<file path="src/rtl/alu_control_unit_if.sv">
// Command and arithmetic-unit bus for alu_control_unit.
// master: command issuer plus external arithmetic unit (drives cmd_* and alu_result/alu_nzvc).
// slave : the control unit itself.
interface alu_control_unit_if;
    // Command channel
    logic       cmd_valid;
    logic       cmd_ready;
    logic [2:0] cmd_op;
    logic [7:0] cmd_data;
    logic [3:0] cmd_count;

    // Arithmetic unit channel
    logic [7:0] alu_a;
    logic [7:0] alu_b;
    logic [1:0] alu_sel;
    logic [7:0] alu_result;
    logic [3:0] alu_nzvc;

    // Status
    logic [7:0] acc;
    logic [3:0] flags;
    logic       busy;
    logic       done;
    logic       err;

    modport master (
        output cmd_valid, cmd_op, cmd_data, cmd_count, alu_result, alu_nzvc,
        input  cmd_ready, alu_a, alu_b, alu_sel, acc, flags, busy, done, err
    );

    modport slave (
        input  cmd_valid, cmd_op, cmd_data, cmd_count, alu_result, alu_nzvc,
        output cmd_ready, alu_a, alu_b, alu_sel, acc, flags, busy, done, err
    );
endinterface

</file>
<file path="src/rtl/alu_control_unit.sv">
// Iterating accumulator controller driving an external 8-bit arithmetic unit.
// Accepts LOAD/ADD/INC/SUB/DEC commands; ALU ops repeat cmd_count times (0 means 1),
// feeding alu_result back into the accumulator each iteration.
// Optional feature: define STICKY_OVERFLOW_EN to make the V flag accumulate (OR)
// over every iteration of a command instead of reflecting only the last one.
module alu_control_unit (
    input  logic                clk,
    input  logic                rst_n,
    alu_control_unit_if.slave   bus
);

    localparam int unsigned DW  = 8;
    localparam int unsigned OPW = 3;
    localparam int unsigned CW  = 4;
    localparam int unsigned FW  = 4;
    localparam int unsigned SW  = 2;
    localparam int unsigned V_BIT = 1;

    localparam logic [OPW-1:0] OP_LOAD = 3'b000;
    localparam logic [OPW-1:0] OP_ADD  = 3'b001;
    localparam logic [OPW-1:0] OP_INC  = 3'b010;
    localparam logic [OPW-1:0] OP_SUB  = 3'b011;
    localparam logic [OPW-1:0] OP_DEC  = 3'b100;

    localparam logic [SW-1:0] SEL_ADD = 2'b00;
    localparam logic [SW-1:0] SEL_INC = 2'b01;
    localparam logic [SW-1:0] SEL_SUB = 2'b10;
    localparam logic [SW-1:0] SEL_DEC = 2'b11;

    typedef enum logic [1:0] {
        S_IDLE = 2'b00,
        S_EXEC = 2'b01,
        S_DONE = 2'b10
    } state_t;

    state_t          r_state;
    logic [OPW-1:0]  r_op;
    logic [DW-1:0]   r_operand;
    logic [CW-1:0]   r_remaining;
    logic [DW-1:0]   r_acc;
    logic [FW-1:0]   r_flags;
    logic            r_err;

    state_t          w_state_nxt;
    logic [OPW-1:0]  w_op_nxt;
    logic [DW-1:0]   w_operand_nxt;
    logic [CW-1:0]   w_remaining_nxt;
    logic [DW-1:0]   w_acc_nxt;
    logic [FW-1:0]   w_flags_nxt;
    logic            w_err_nxt;
    logic [SW-1:0]   w_alu_sel;

    // State and datapath registers; reset aborts any command in flight without a done pulse
    always_ff @(posedge clk or negedge rst_n) begin
        if (!rst_n) begin
            r_state     <= S_IDLE;
            r_op        <= OP_LOAD;
            r_operand   <= '0;
            r_remaining <= '0;
            r_acc       <= '0;
            r_flags     <= '0;
            r_err       <= 1'b0;
        end else begin
            r_state     <= w_state_nxt;
            r_op        <= w_op_nxt;
            r_operand   <= w_operand_nxt;
            r_remaining <= w_remaining_nxt;
            r_acc       <= w_acc_nxt;
            r_flags     <= w_flags_nxt;
            r_err       <= w_err_nxt;
        end
    end

    // Next-state and next-datapath logic; everything holds unless a state acts on it
    always_comb begin
        w_state_nxt     = r_state;
        w_op_nxt        = r_op;
        w_operand_nxt   = r_operand;
        w_remaining_nxt = r_remaining;
        w_acc_nxt       = r_acc;
        w_flags_nxt     = r_flags;
        w_err_nxt       = r_err;

        case (r_state)
            S_IDLE: begin
                if (bus.cmd_valid) begin
                    w_op_nxt        = bus.cmd_op;
                    w_operand_nxt   = bus.cmd_data;
                    w_remaining_nxt = (bus.cmd_count == CW'(0)) ? CW'(1) : bus.cmd_count;
                    case (bus.cmd_op)
                        OP_LOAD: begin
                            w_acc_nxt   = bus.cmd_data;
                            w_flags_nxt = {bus.cmd_data[DW-1], (bus.cmd_data == DW'(0)), 1'b0, 1'b0};
                            w_err_nxt   = 1'b0;
                            w_state_nxt = S_DONE;
                        end
                        OP_ADD, OP_INC, OP_SUB, OP_DEC: begin
`ifdef STICKY_OVERFLOW_EN
                            // Sticky V starts each ALU command clean
                            w_flags_nxt[V_BIT] = 1'b0;
`endif
                            w_err_nxt   = 1'b0;
                            w_state_nxt = S_EXEC;
                        end
                        default: begin
                            // Illegal op: report via err in DONE, leave acc/flags alone
                            w_err_nxt   = 1'b1;
                            w_state_nxt = S_DONE;
                        end
                    endcase
                end
            end

            S_EXEC: begin
                w_acc_nxt       = bus.alu_result;
                w_flags_nxt     = bus.alu_nzvc;
`ifdef STICKY_OVERFLOW_EN
                w_flags_nxt[V_BIT] = r_flags[V_BIT] | bus.alu_nzvc[V_BIT];
`endif
                w_remaining_nxt = r_remaining - CW'(1);
                if (r_remaining == CW'(1)) begin
                    w_state_nxt = S_DONE;
                end
            end

            S_DONE: begin
                w_err_nxt   = 1'b0;
                w_state_nxt = S_IDLE;
            end

            default: begin
                w_err_nxt   = 1'b0;
                w_state_nxt = S_IDLE;
            end
        endcase
    end

    // ALU select decoded from the latched op so cmd_* never reaches alu_*
    always_comb begin
        w_alu_sel = SEL_ADD;
        case (r_op)
            OP_ADD:  w_alu_sel = SEL_ADD;
            OP_INC:  w_alu_sel = SEL_INC;
            OP_SUB:  w_alu_sel = SEL_SUB;
            OP_DEC:  w_alu_sel = SEL_DEC;
            default: w_alu_sel = SEL_ADD;
        endcase
    end

    assign bus.cmd_ready = (r_state == S_IDLE);
    assign bus.busy      = (r_state == S_EXEC);
    assign bus.done      = (r_state == S_DONE);
    assign bus.err       = r_err;
    assign bus.acc       = r_acc;
    assign bus.flags     = r_flags;
    assign bus.alu_a     = r_acc;
    assign bus.alu_b     = r_operand;
    assign bus.alu_sel   = w_alu_sel;

endmodule

</file>
<file path="src/flat_wrapper.sv">
// flat-port wrapper written by rule: the top's interface ports become plain ports
module alu_control_unit_flat 
  (clk, rst_n, bus_cmd_valid, bus_cmd_op, bus_cmd_data, bus_cmd_count, bus_alu_result, bus_alu_nzvc, bus_cmd_ready, bus_alu_a, bus_alu_b, bus_alu_sel, bus_acc, bus_flags, bus_busy, bus_done, bus_err);
  alu_control_unit_if bus_i ();
  input  logic clk;
  input  logic rst_n;
  input wire logic [$bits(bus_i.cmd_valid)-1:0] bus_cmd_valid;
  input wire logic [$bits(bus_i.cmd_op)-1:0] bus_cmd_op;
  input wire logic [$bits(bus_i.cmd_data)-1:0] bus_cmd_data;
  input wire logic [$bits(bus_i.cmd_count)-1:0] bus_cmd_count;
  input wire logic [$bits(bus_i.alu_result)-1:0] bus_alu_result;
  input wire logic [$bits(bus_i.alu_nzvc)-1:0] bus_alu_nzvc;
  output wire logic [$bits(bus_i.cmd_ready)-1:0] bus_cmd_ready;
  output wire logic [$bits(bus_i.alu_a)-1:0] bus_alu_a;
  output wire logic [$bits(bus_i.alu_b)-1:0] bus_alu_b;
  output wire logic [$bits(bus_i.alu_sel)-1:0] bus_alu_sel;
  output wire logic [$bits(bus_i.acc)-1:0] bus_acc;
  output wire logic [$bits(bus_i.flags)-1:0] bus_flags;
  output wire logic [$bits(bus_i.busy)-1:0] bus_busy;
  output wire logic [$bits(bus_i.done)-1:0] bus_done;
  output wire logic [$bits(bus_i.err)-1:0] bus_err;
  assign bus_i.cmd_valid = bus_cmd_valid;
  assign bus_i.cmd_op = bus_cmd_op;
  assign bus_i.cmd_data = bus_cmd_data;
  assign bus_i.cmd_count = bus_cmd_count;
  assign bus_i.alu_result = bus_alu_result;
  assign bus_i.alu_nzvc = bus_alu_nzvc;
  assign bus_cmd_ready = bus_i.cmd_ready;
  assign bus_alu_a = bus_i.alu_a;
  assign bus_alu_b = bus_i.alu_b;
  assign bus_alu_sel = bus_i.alu_sel;
  assign bus_acc = bus_i.acc;
  assign bus_flags = bus_i.flags;
  assign bus_busy = bus_i.busy;
  assign bus_done = bus_i.done;
  assign bus_err = bus_i.err;
  alu_control_unit u_core (.clk(clk), .rst_n(rst_n), .bus(bus_i));
endmodule
</file>
<file path="config.mk">
export PLATFORM = sky130hd
export DESIGN_NAME = alu_control_unit_flat
export DESIGN_NICKNAME = d
export VERILOG_FILES = /design/src/rtl/alu_control_unit_if.sv /design/src/rtl/alu_control_unit.sv /design/src/flat_wrapper.sv
export SDC_FILE = /design/constraint.sdc
export NUM_CORES = 1
export LEC_CHECK = 0
export CORE_MARGIN = 1.5
export CORE_UTILIZATION = 45
export CTS_CLUSTER_SIZE = 20
export DETAILED_ROUTE_END_ITERATION = 10
export PLACE_DENSITY = 0.92
export SLEW_MARGIN = 40
export SYNTH_ARGS = -nofsm -noshare
export SYNTH_HDL_FRONTEND = slang
export SYNTH_SLANG_ARGS = --single-unit
</file>
<file path="constraint.sdc">
create_clock -name clk -period 2.72 [get_ports clk]
set_input_delay 0.272 -clock clk [delete_from_list [all_inputs] [get_ports clk]]
set_output_delay 0.272 -clock clk [all_outputs]
set_load 0.02 [all_outputs]
</file>
Word level (Yosys, flattened, before mapping)
Cells that the tools add are included.

Register bits after elaboration: 30. Bits of input ports: 30. Output and inout bits: 34.

Add/sub/neg operators: 1. Equality and inequality tests: 13. Mux-type cells: 17. Bitwise operators: 1. Reductions and logical operators: 12.

Operators with widths (count): 4-bit two-way mux (4); 8-bit two-way mux (2); 4-bit case mux with 2 select lines (2); 8-bit case mux with 2 select lines (1); 3-bit by 2-bit equality test with 1-bit output (second input constant) (4); 8-bit logical NOT (1); 2-bit AND reduction (4); 3-bit equality test (second input constant) (2); 2-bit two-way mux (3); 2-bit case mux with 3 select lines (1); 5-bit OR reduction (1); 4-bit by 1-bit equality test with 1-bit output (second input constant) (1); 4-bit logical NOT (1); 2-bit by 1-bit inequality test with 1-bit output (second input constant) (2); 2-bit case mux with 2 select lines (1); 4-bit OR reduction (1); 4-bit by 1-bit subtractor with 4-bit output (second input constant) (1); 3-bit by 1-bit equality test with 1-bit output (second input constant) (1); 3-bit logical NOT (1); 3-bit AND reduction (1); 2-bit by 1-bit equality test with 1-bit output (second input constant) (1); 2-bit equality test (second input constant) (1); 2-bit logical NOT (1); 1-bit two-way mux (2); other kinds (4) (4).

Longest topological paths before layout
Depth in word-level cells: 5. Depth in mapped cells: 6. Gate-level depth less buffers: 5.

Worst setup path before layout
OpenSTA, ideal clock, no wires.

Path kind: reg-to-reg. Start point: reg u_core.r_state[1]. End point: reg u_core.r_acc[3] (netlist: u_core.bus.acc[3]). Setup time: 0.125 ns. Arrival: 1.580 ns. Data required time: 2.595 ns. Slack: 1.015 ns. Stages on the path, launching flop included: 7. Clock period less this slack: 1.705 ns. Cells stage by stage: dfrtp_1 nand2b_1 clkbuf_2 inv_1 buf_2 mux2_2 mux2_2.

Word-level cells in the longest chain between the ends: 3. Elaborated cells between the ends (all ways): 7. Those cells by class: eq/ne (3); mux (1); reduce/logical (3).

RTL lines: start, declared (line alu_control_unit.sv:36) `state_t r_state;`; start signal, assigned (line alu_control_unit.sv:64) `r_state <= w_state_nxt;`; 2-bit by 1-bit equality test with 1-bit output (*); named net bus_busy (line flat_wrapper.sv:19) `output wire logic [$bits(bus_i.busy)-1:0] bus_busy;`; 2-bit nonzero test (no line); 3-bit AND reduction (no line); end signal, assigned (line alu_control_unit.sv:68) `r_acc <= w_acc_nxt;`; end, declared (line alu_control_unit.sv:40) `logic [DW-1:0] r_acc;`.

The timed path passes the listed nets; every way through them passes the cells marked *. A chain may end at the register's enable or synchronous reset.

Worst setup path after layout
Start point: reg u_core.r_state[1]. End point: out bus_busy.

Word-level cells in the longest chain between the ends: 1.

RTL lines: 2-bit by 1-bit equality test with 1-bit output (line alu_control_unit.sv:151) `assign bus.busy = (r_state == S_EXEC);`; end, declared (line flat_wrapper.sv:19).

No other way between the ends.

==> results.toml <==
[outcome]
status = "complete, no violations"

[setup_path]
cp-start-kind = "flip-flop"
criticalPathCategory = "reg -> out"
r2r_start = "u_core.r_state[1]"
arrival_ns = 1.90
critPathMaxFanout = 11
reg2reg_to = "u_core.bus.acc[2]"
cp_data_required_time_ns = 2.45
r2r_slack_ns = 0.82
r2r_cells = 6
critPathCaptureType = "primary output"

[power_and_ir_drop]
seqPwrFrac = 0.317
vdd_ir_drop_max_v = 0.000601
p_int_uw = 1580
power_switching_uw = 1100
power_frac_comb = 0.578
power_frac_clock = 0.105
power_density_nw_per_um2 = 1210
power.leakage_uw = 0.000959
swShare = 0.412

[detailed_routing]
drc = 0
drt_wl_total_um = 3420
wl_per_cell_um = 13.2
vias_per_cell = 4.89
dr.pass1.iters = 4
ant_nets = 0
drt-initial-drc-count = 60
route.vias.total = 1272

[cts]
clk_pin_slew_ns = 0.10
ctsResizeCount = 0
cts_tree = "built"
clock_path_buffers = 2
cts-root-buf = "clkbuf_4"
cts-hold-fix-buffers = 0
cts_buffers = 5
insertion_delay_ns = 0.33
cts_htree_levels = 2
cts_sinks = 30
post-cts-setup-buffer-count = 0

[timing]
slew_viol_final = 0
timing.setup.tns_ns = 0
finalHoldViolations = 0
min_period_over_period = 0.799
hold_slack_ns = 0.303
slew_headroom = 0.505
worst_pin_slew_ns = 0.742
grt_setup_unrepaired = "no"
finalSetupViolCount = 0
max_freq_ghz = 0.460
fin_worst_skew_ns = 0.0119
period_minus_slack_ns = 2.17

[place]
place_hpwl_um = 2650
port_buffers = 63
gp_congestion = 0.754

[grt]
grt_pass1_vias = 1140
antenna_found_initial = 0
grt_util_met3 = 0.0651
grt_usage = 0.204
grtUsageMet2 = 0.324
grt_pass1_wl_um = 5430
grt_max_degree = 31
gr-usage-met1 = 0.263
grt.busiest_layer = "met2"
grt_overflow_total = 0

[die]
die_area_um2 = 3750
die_y_um = 61.3
start_util = 0.488
core_area_um2 = 3130
die_x_um = 61.3
pin_count = 64
num_rows = 20

[logic_synthesis]
synth_nets = 188
ys_async_sr_fraction = 1.00
syn_area_um2 = 1530
ys_seq_area_frac = 0.491
synth_edf_count = 0
synth.avg_cell_area_um2 = 9.79
synthFlopType = "dfrtp_1"
postSynthCellCount = 156
ys_ff_latch = 30
ys_types = 37
synth_warnings = 0

[hold_path]
hold_path.class = "in -> async"

[finish]
insertedDiodeCount = 0
nets = 247
area_delta_synth_final_pct = 45.0
layout-drive-gt1-share = 0.153

[flow_run]
cap_viol_max_count = 0
==> registers in the layout, indices dropped and copies added, names as in the netlist <==
| name | count |
|---|---|
| u_core.r_op | 3 |
| u_core.bus.err | 1 |
| u_core.r_state | 2 |
| u_core.bus.flags | 4 |
| u_core.bus.acc | 8 |
| u_core.bus.alu_b | 8 |
| u_core.r_remaining | 4 |
==> metrics by stage <==
stage                     std cells  area [um2]  worst slack, ns  power (uW)  utilization
after floorplan                 156        1530             1.02        1790            -
after global placement          252        2150            0.589        2370        0.688
after detailed placement        252        2150            0.543        2420        0.688
after CTS                       260        2210            0.541        2700        0.708
after global routing            260        2210            0.464        2860        0.708
final                           260        2210            0.547        2680        0.708
==> worst max path at each step <==
| stage | slack (ns) | end | startpoint |
|---|---|---|---|
| after detailed placement | 0.54 | u_core.bus.acc[0] | bus_cmd_valid |
| final | 0.55 | bus_busy | u_core.r_state[1] |
| after global routing | 0.46 | bus_busy | u_core.r_state[1] |
| after floorplan | 1.02 | u_core.bus.acc[3] | u_core.r_state[1] |
| after global placement | 0.59 | u_core.bus.acc[3] | bus_cmd_op[2] |
| after CTS | 0.54 | bus_busy | u_core.r_state[1] |
==> final cells by class <==
| class | instances | area [um2] |
|---|---|---|
| inverter | 6 | 22.5 |
| clock inverter | 2 | 12.5 |
| fill | 248 | 913 |
| clock buffer | 6 | 51.3 |
| tap | 44 | 55.1 |
| timing repair buffer | 67 | 661 |
| sequential | 30 | 751 |
| multi-input combinational | 105 | 662 |
==> cell families (layout without fill, tap and decap cells) <==
logic type / Yosys count / count (layout) / synth area share
AOI/OAI and AO/OA: 23 / 23 / 0.108
DFF: 30 / 30 / 0.491
xor gates and xnor gates: 2 / 2 / 0.0115
adders and majority gates: 2 / 2 / 0.0164
and+or+nand+nor: 63 / 63 / 0.188
muxes: 15 / 15 / 0.110
buffers and inverters: 21 / 81 / 0.0753
==> synthesized netlist by cell type, types with 2 or more instances <==
cell | n | share of area
clkbuf_1 | 2 | 0.0049
o21ai_0 | 8 | 0.026
nor4_1 | 2 | 0.0082
ha_1 | 2 | 0.016
dfrtp_1 | 30 | 0.49
inv_1 | 6 | 0.015
nor2b_1 | 2 | 0.0082
nor3b_1 | 2 | 0.0098
nand2_1 | 40 | 0.098
a21oi_1 | 4 | 0.013
buf_4 | 8 | 0.039
mux2_2 | 14 | 0.10
nor2_1 | 7 | 0.017
buf_2 | 4 | 0.013
nor3_1 | 3 | 0.0098
==> critical path, stage by stage (launching register included) <==
cell             delay [ns]
dfrtp_1                0.51
nand2b_1               0.20
buf_4                  0.18
inv_1                  0.07
clkdlybuf4s50_1        0.60
==> metal layers <==
| metal | vias up | wire length (um) |
|---|---|---|
| met5 | - | 0 |
| met4 | 0 | 52 |
| met3 | 7 | 170 |
| met2 | 34 | 1700 |
| met1 | 590 | 1500 |
| li1 | 641 | - |
==> layout by cell type (no fill, tap or decap), drive strengths merged, types with 2 or more instances in the layout <==
cell | synthesis | routed
nor2 | 7 | 7
inv | 6 | 6
nand2 | 40 | 40
buf | 12 | 4
a21oi | 5 | 5
a221o | 2 | 2
nor2b | 2 | 2
dfrtp | 30 | 30
nor3 | 3 | 3
mux2 | 14 | 14
clkbuf | 3 | 6
nor3b | 2 | 2
nor4 | 2 | 2
o21ai | 8 | 8
clkdlybuf4s50 | 0 | 63
ha | 2 | 2
==> power by group through the flow <==
stage | clock (uW) | sequential, uW | combinational (uW)
2_1_floorplan | 0 | 994 | 795
3_5_place_dp | 0 | 858 | 1560
5_1_grt | 312 | 885 | 1660
3_3_place_gp | 0 | 849 | 1520
4_1_cts | 286 | 852 | 1560
6_report | 281 | 850 | 1550
Power figures use the tool's default switching activity.
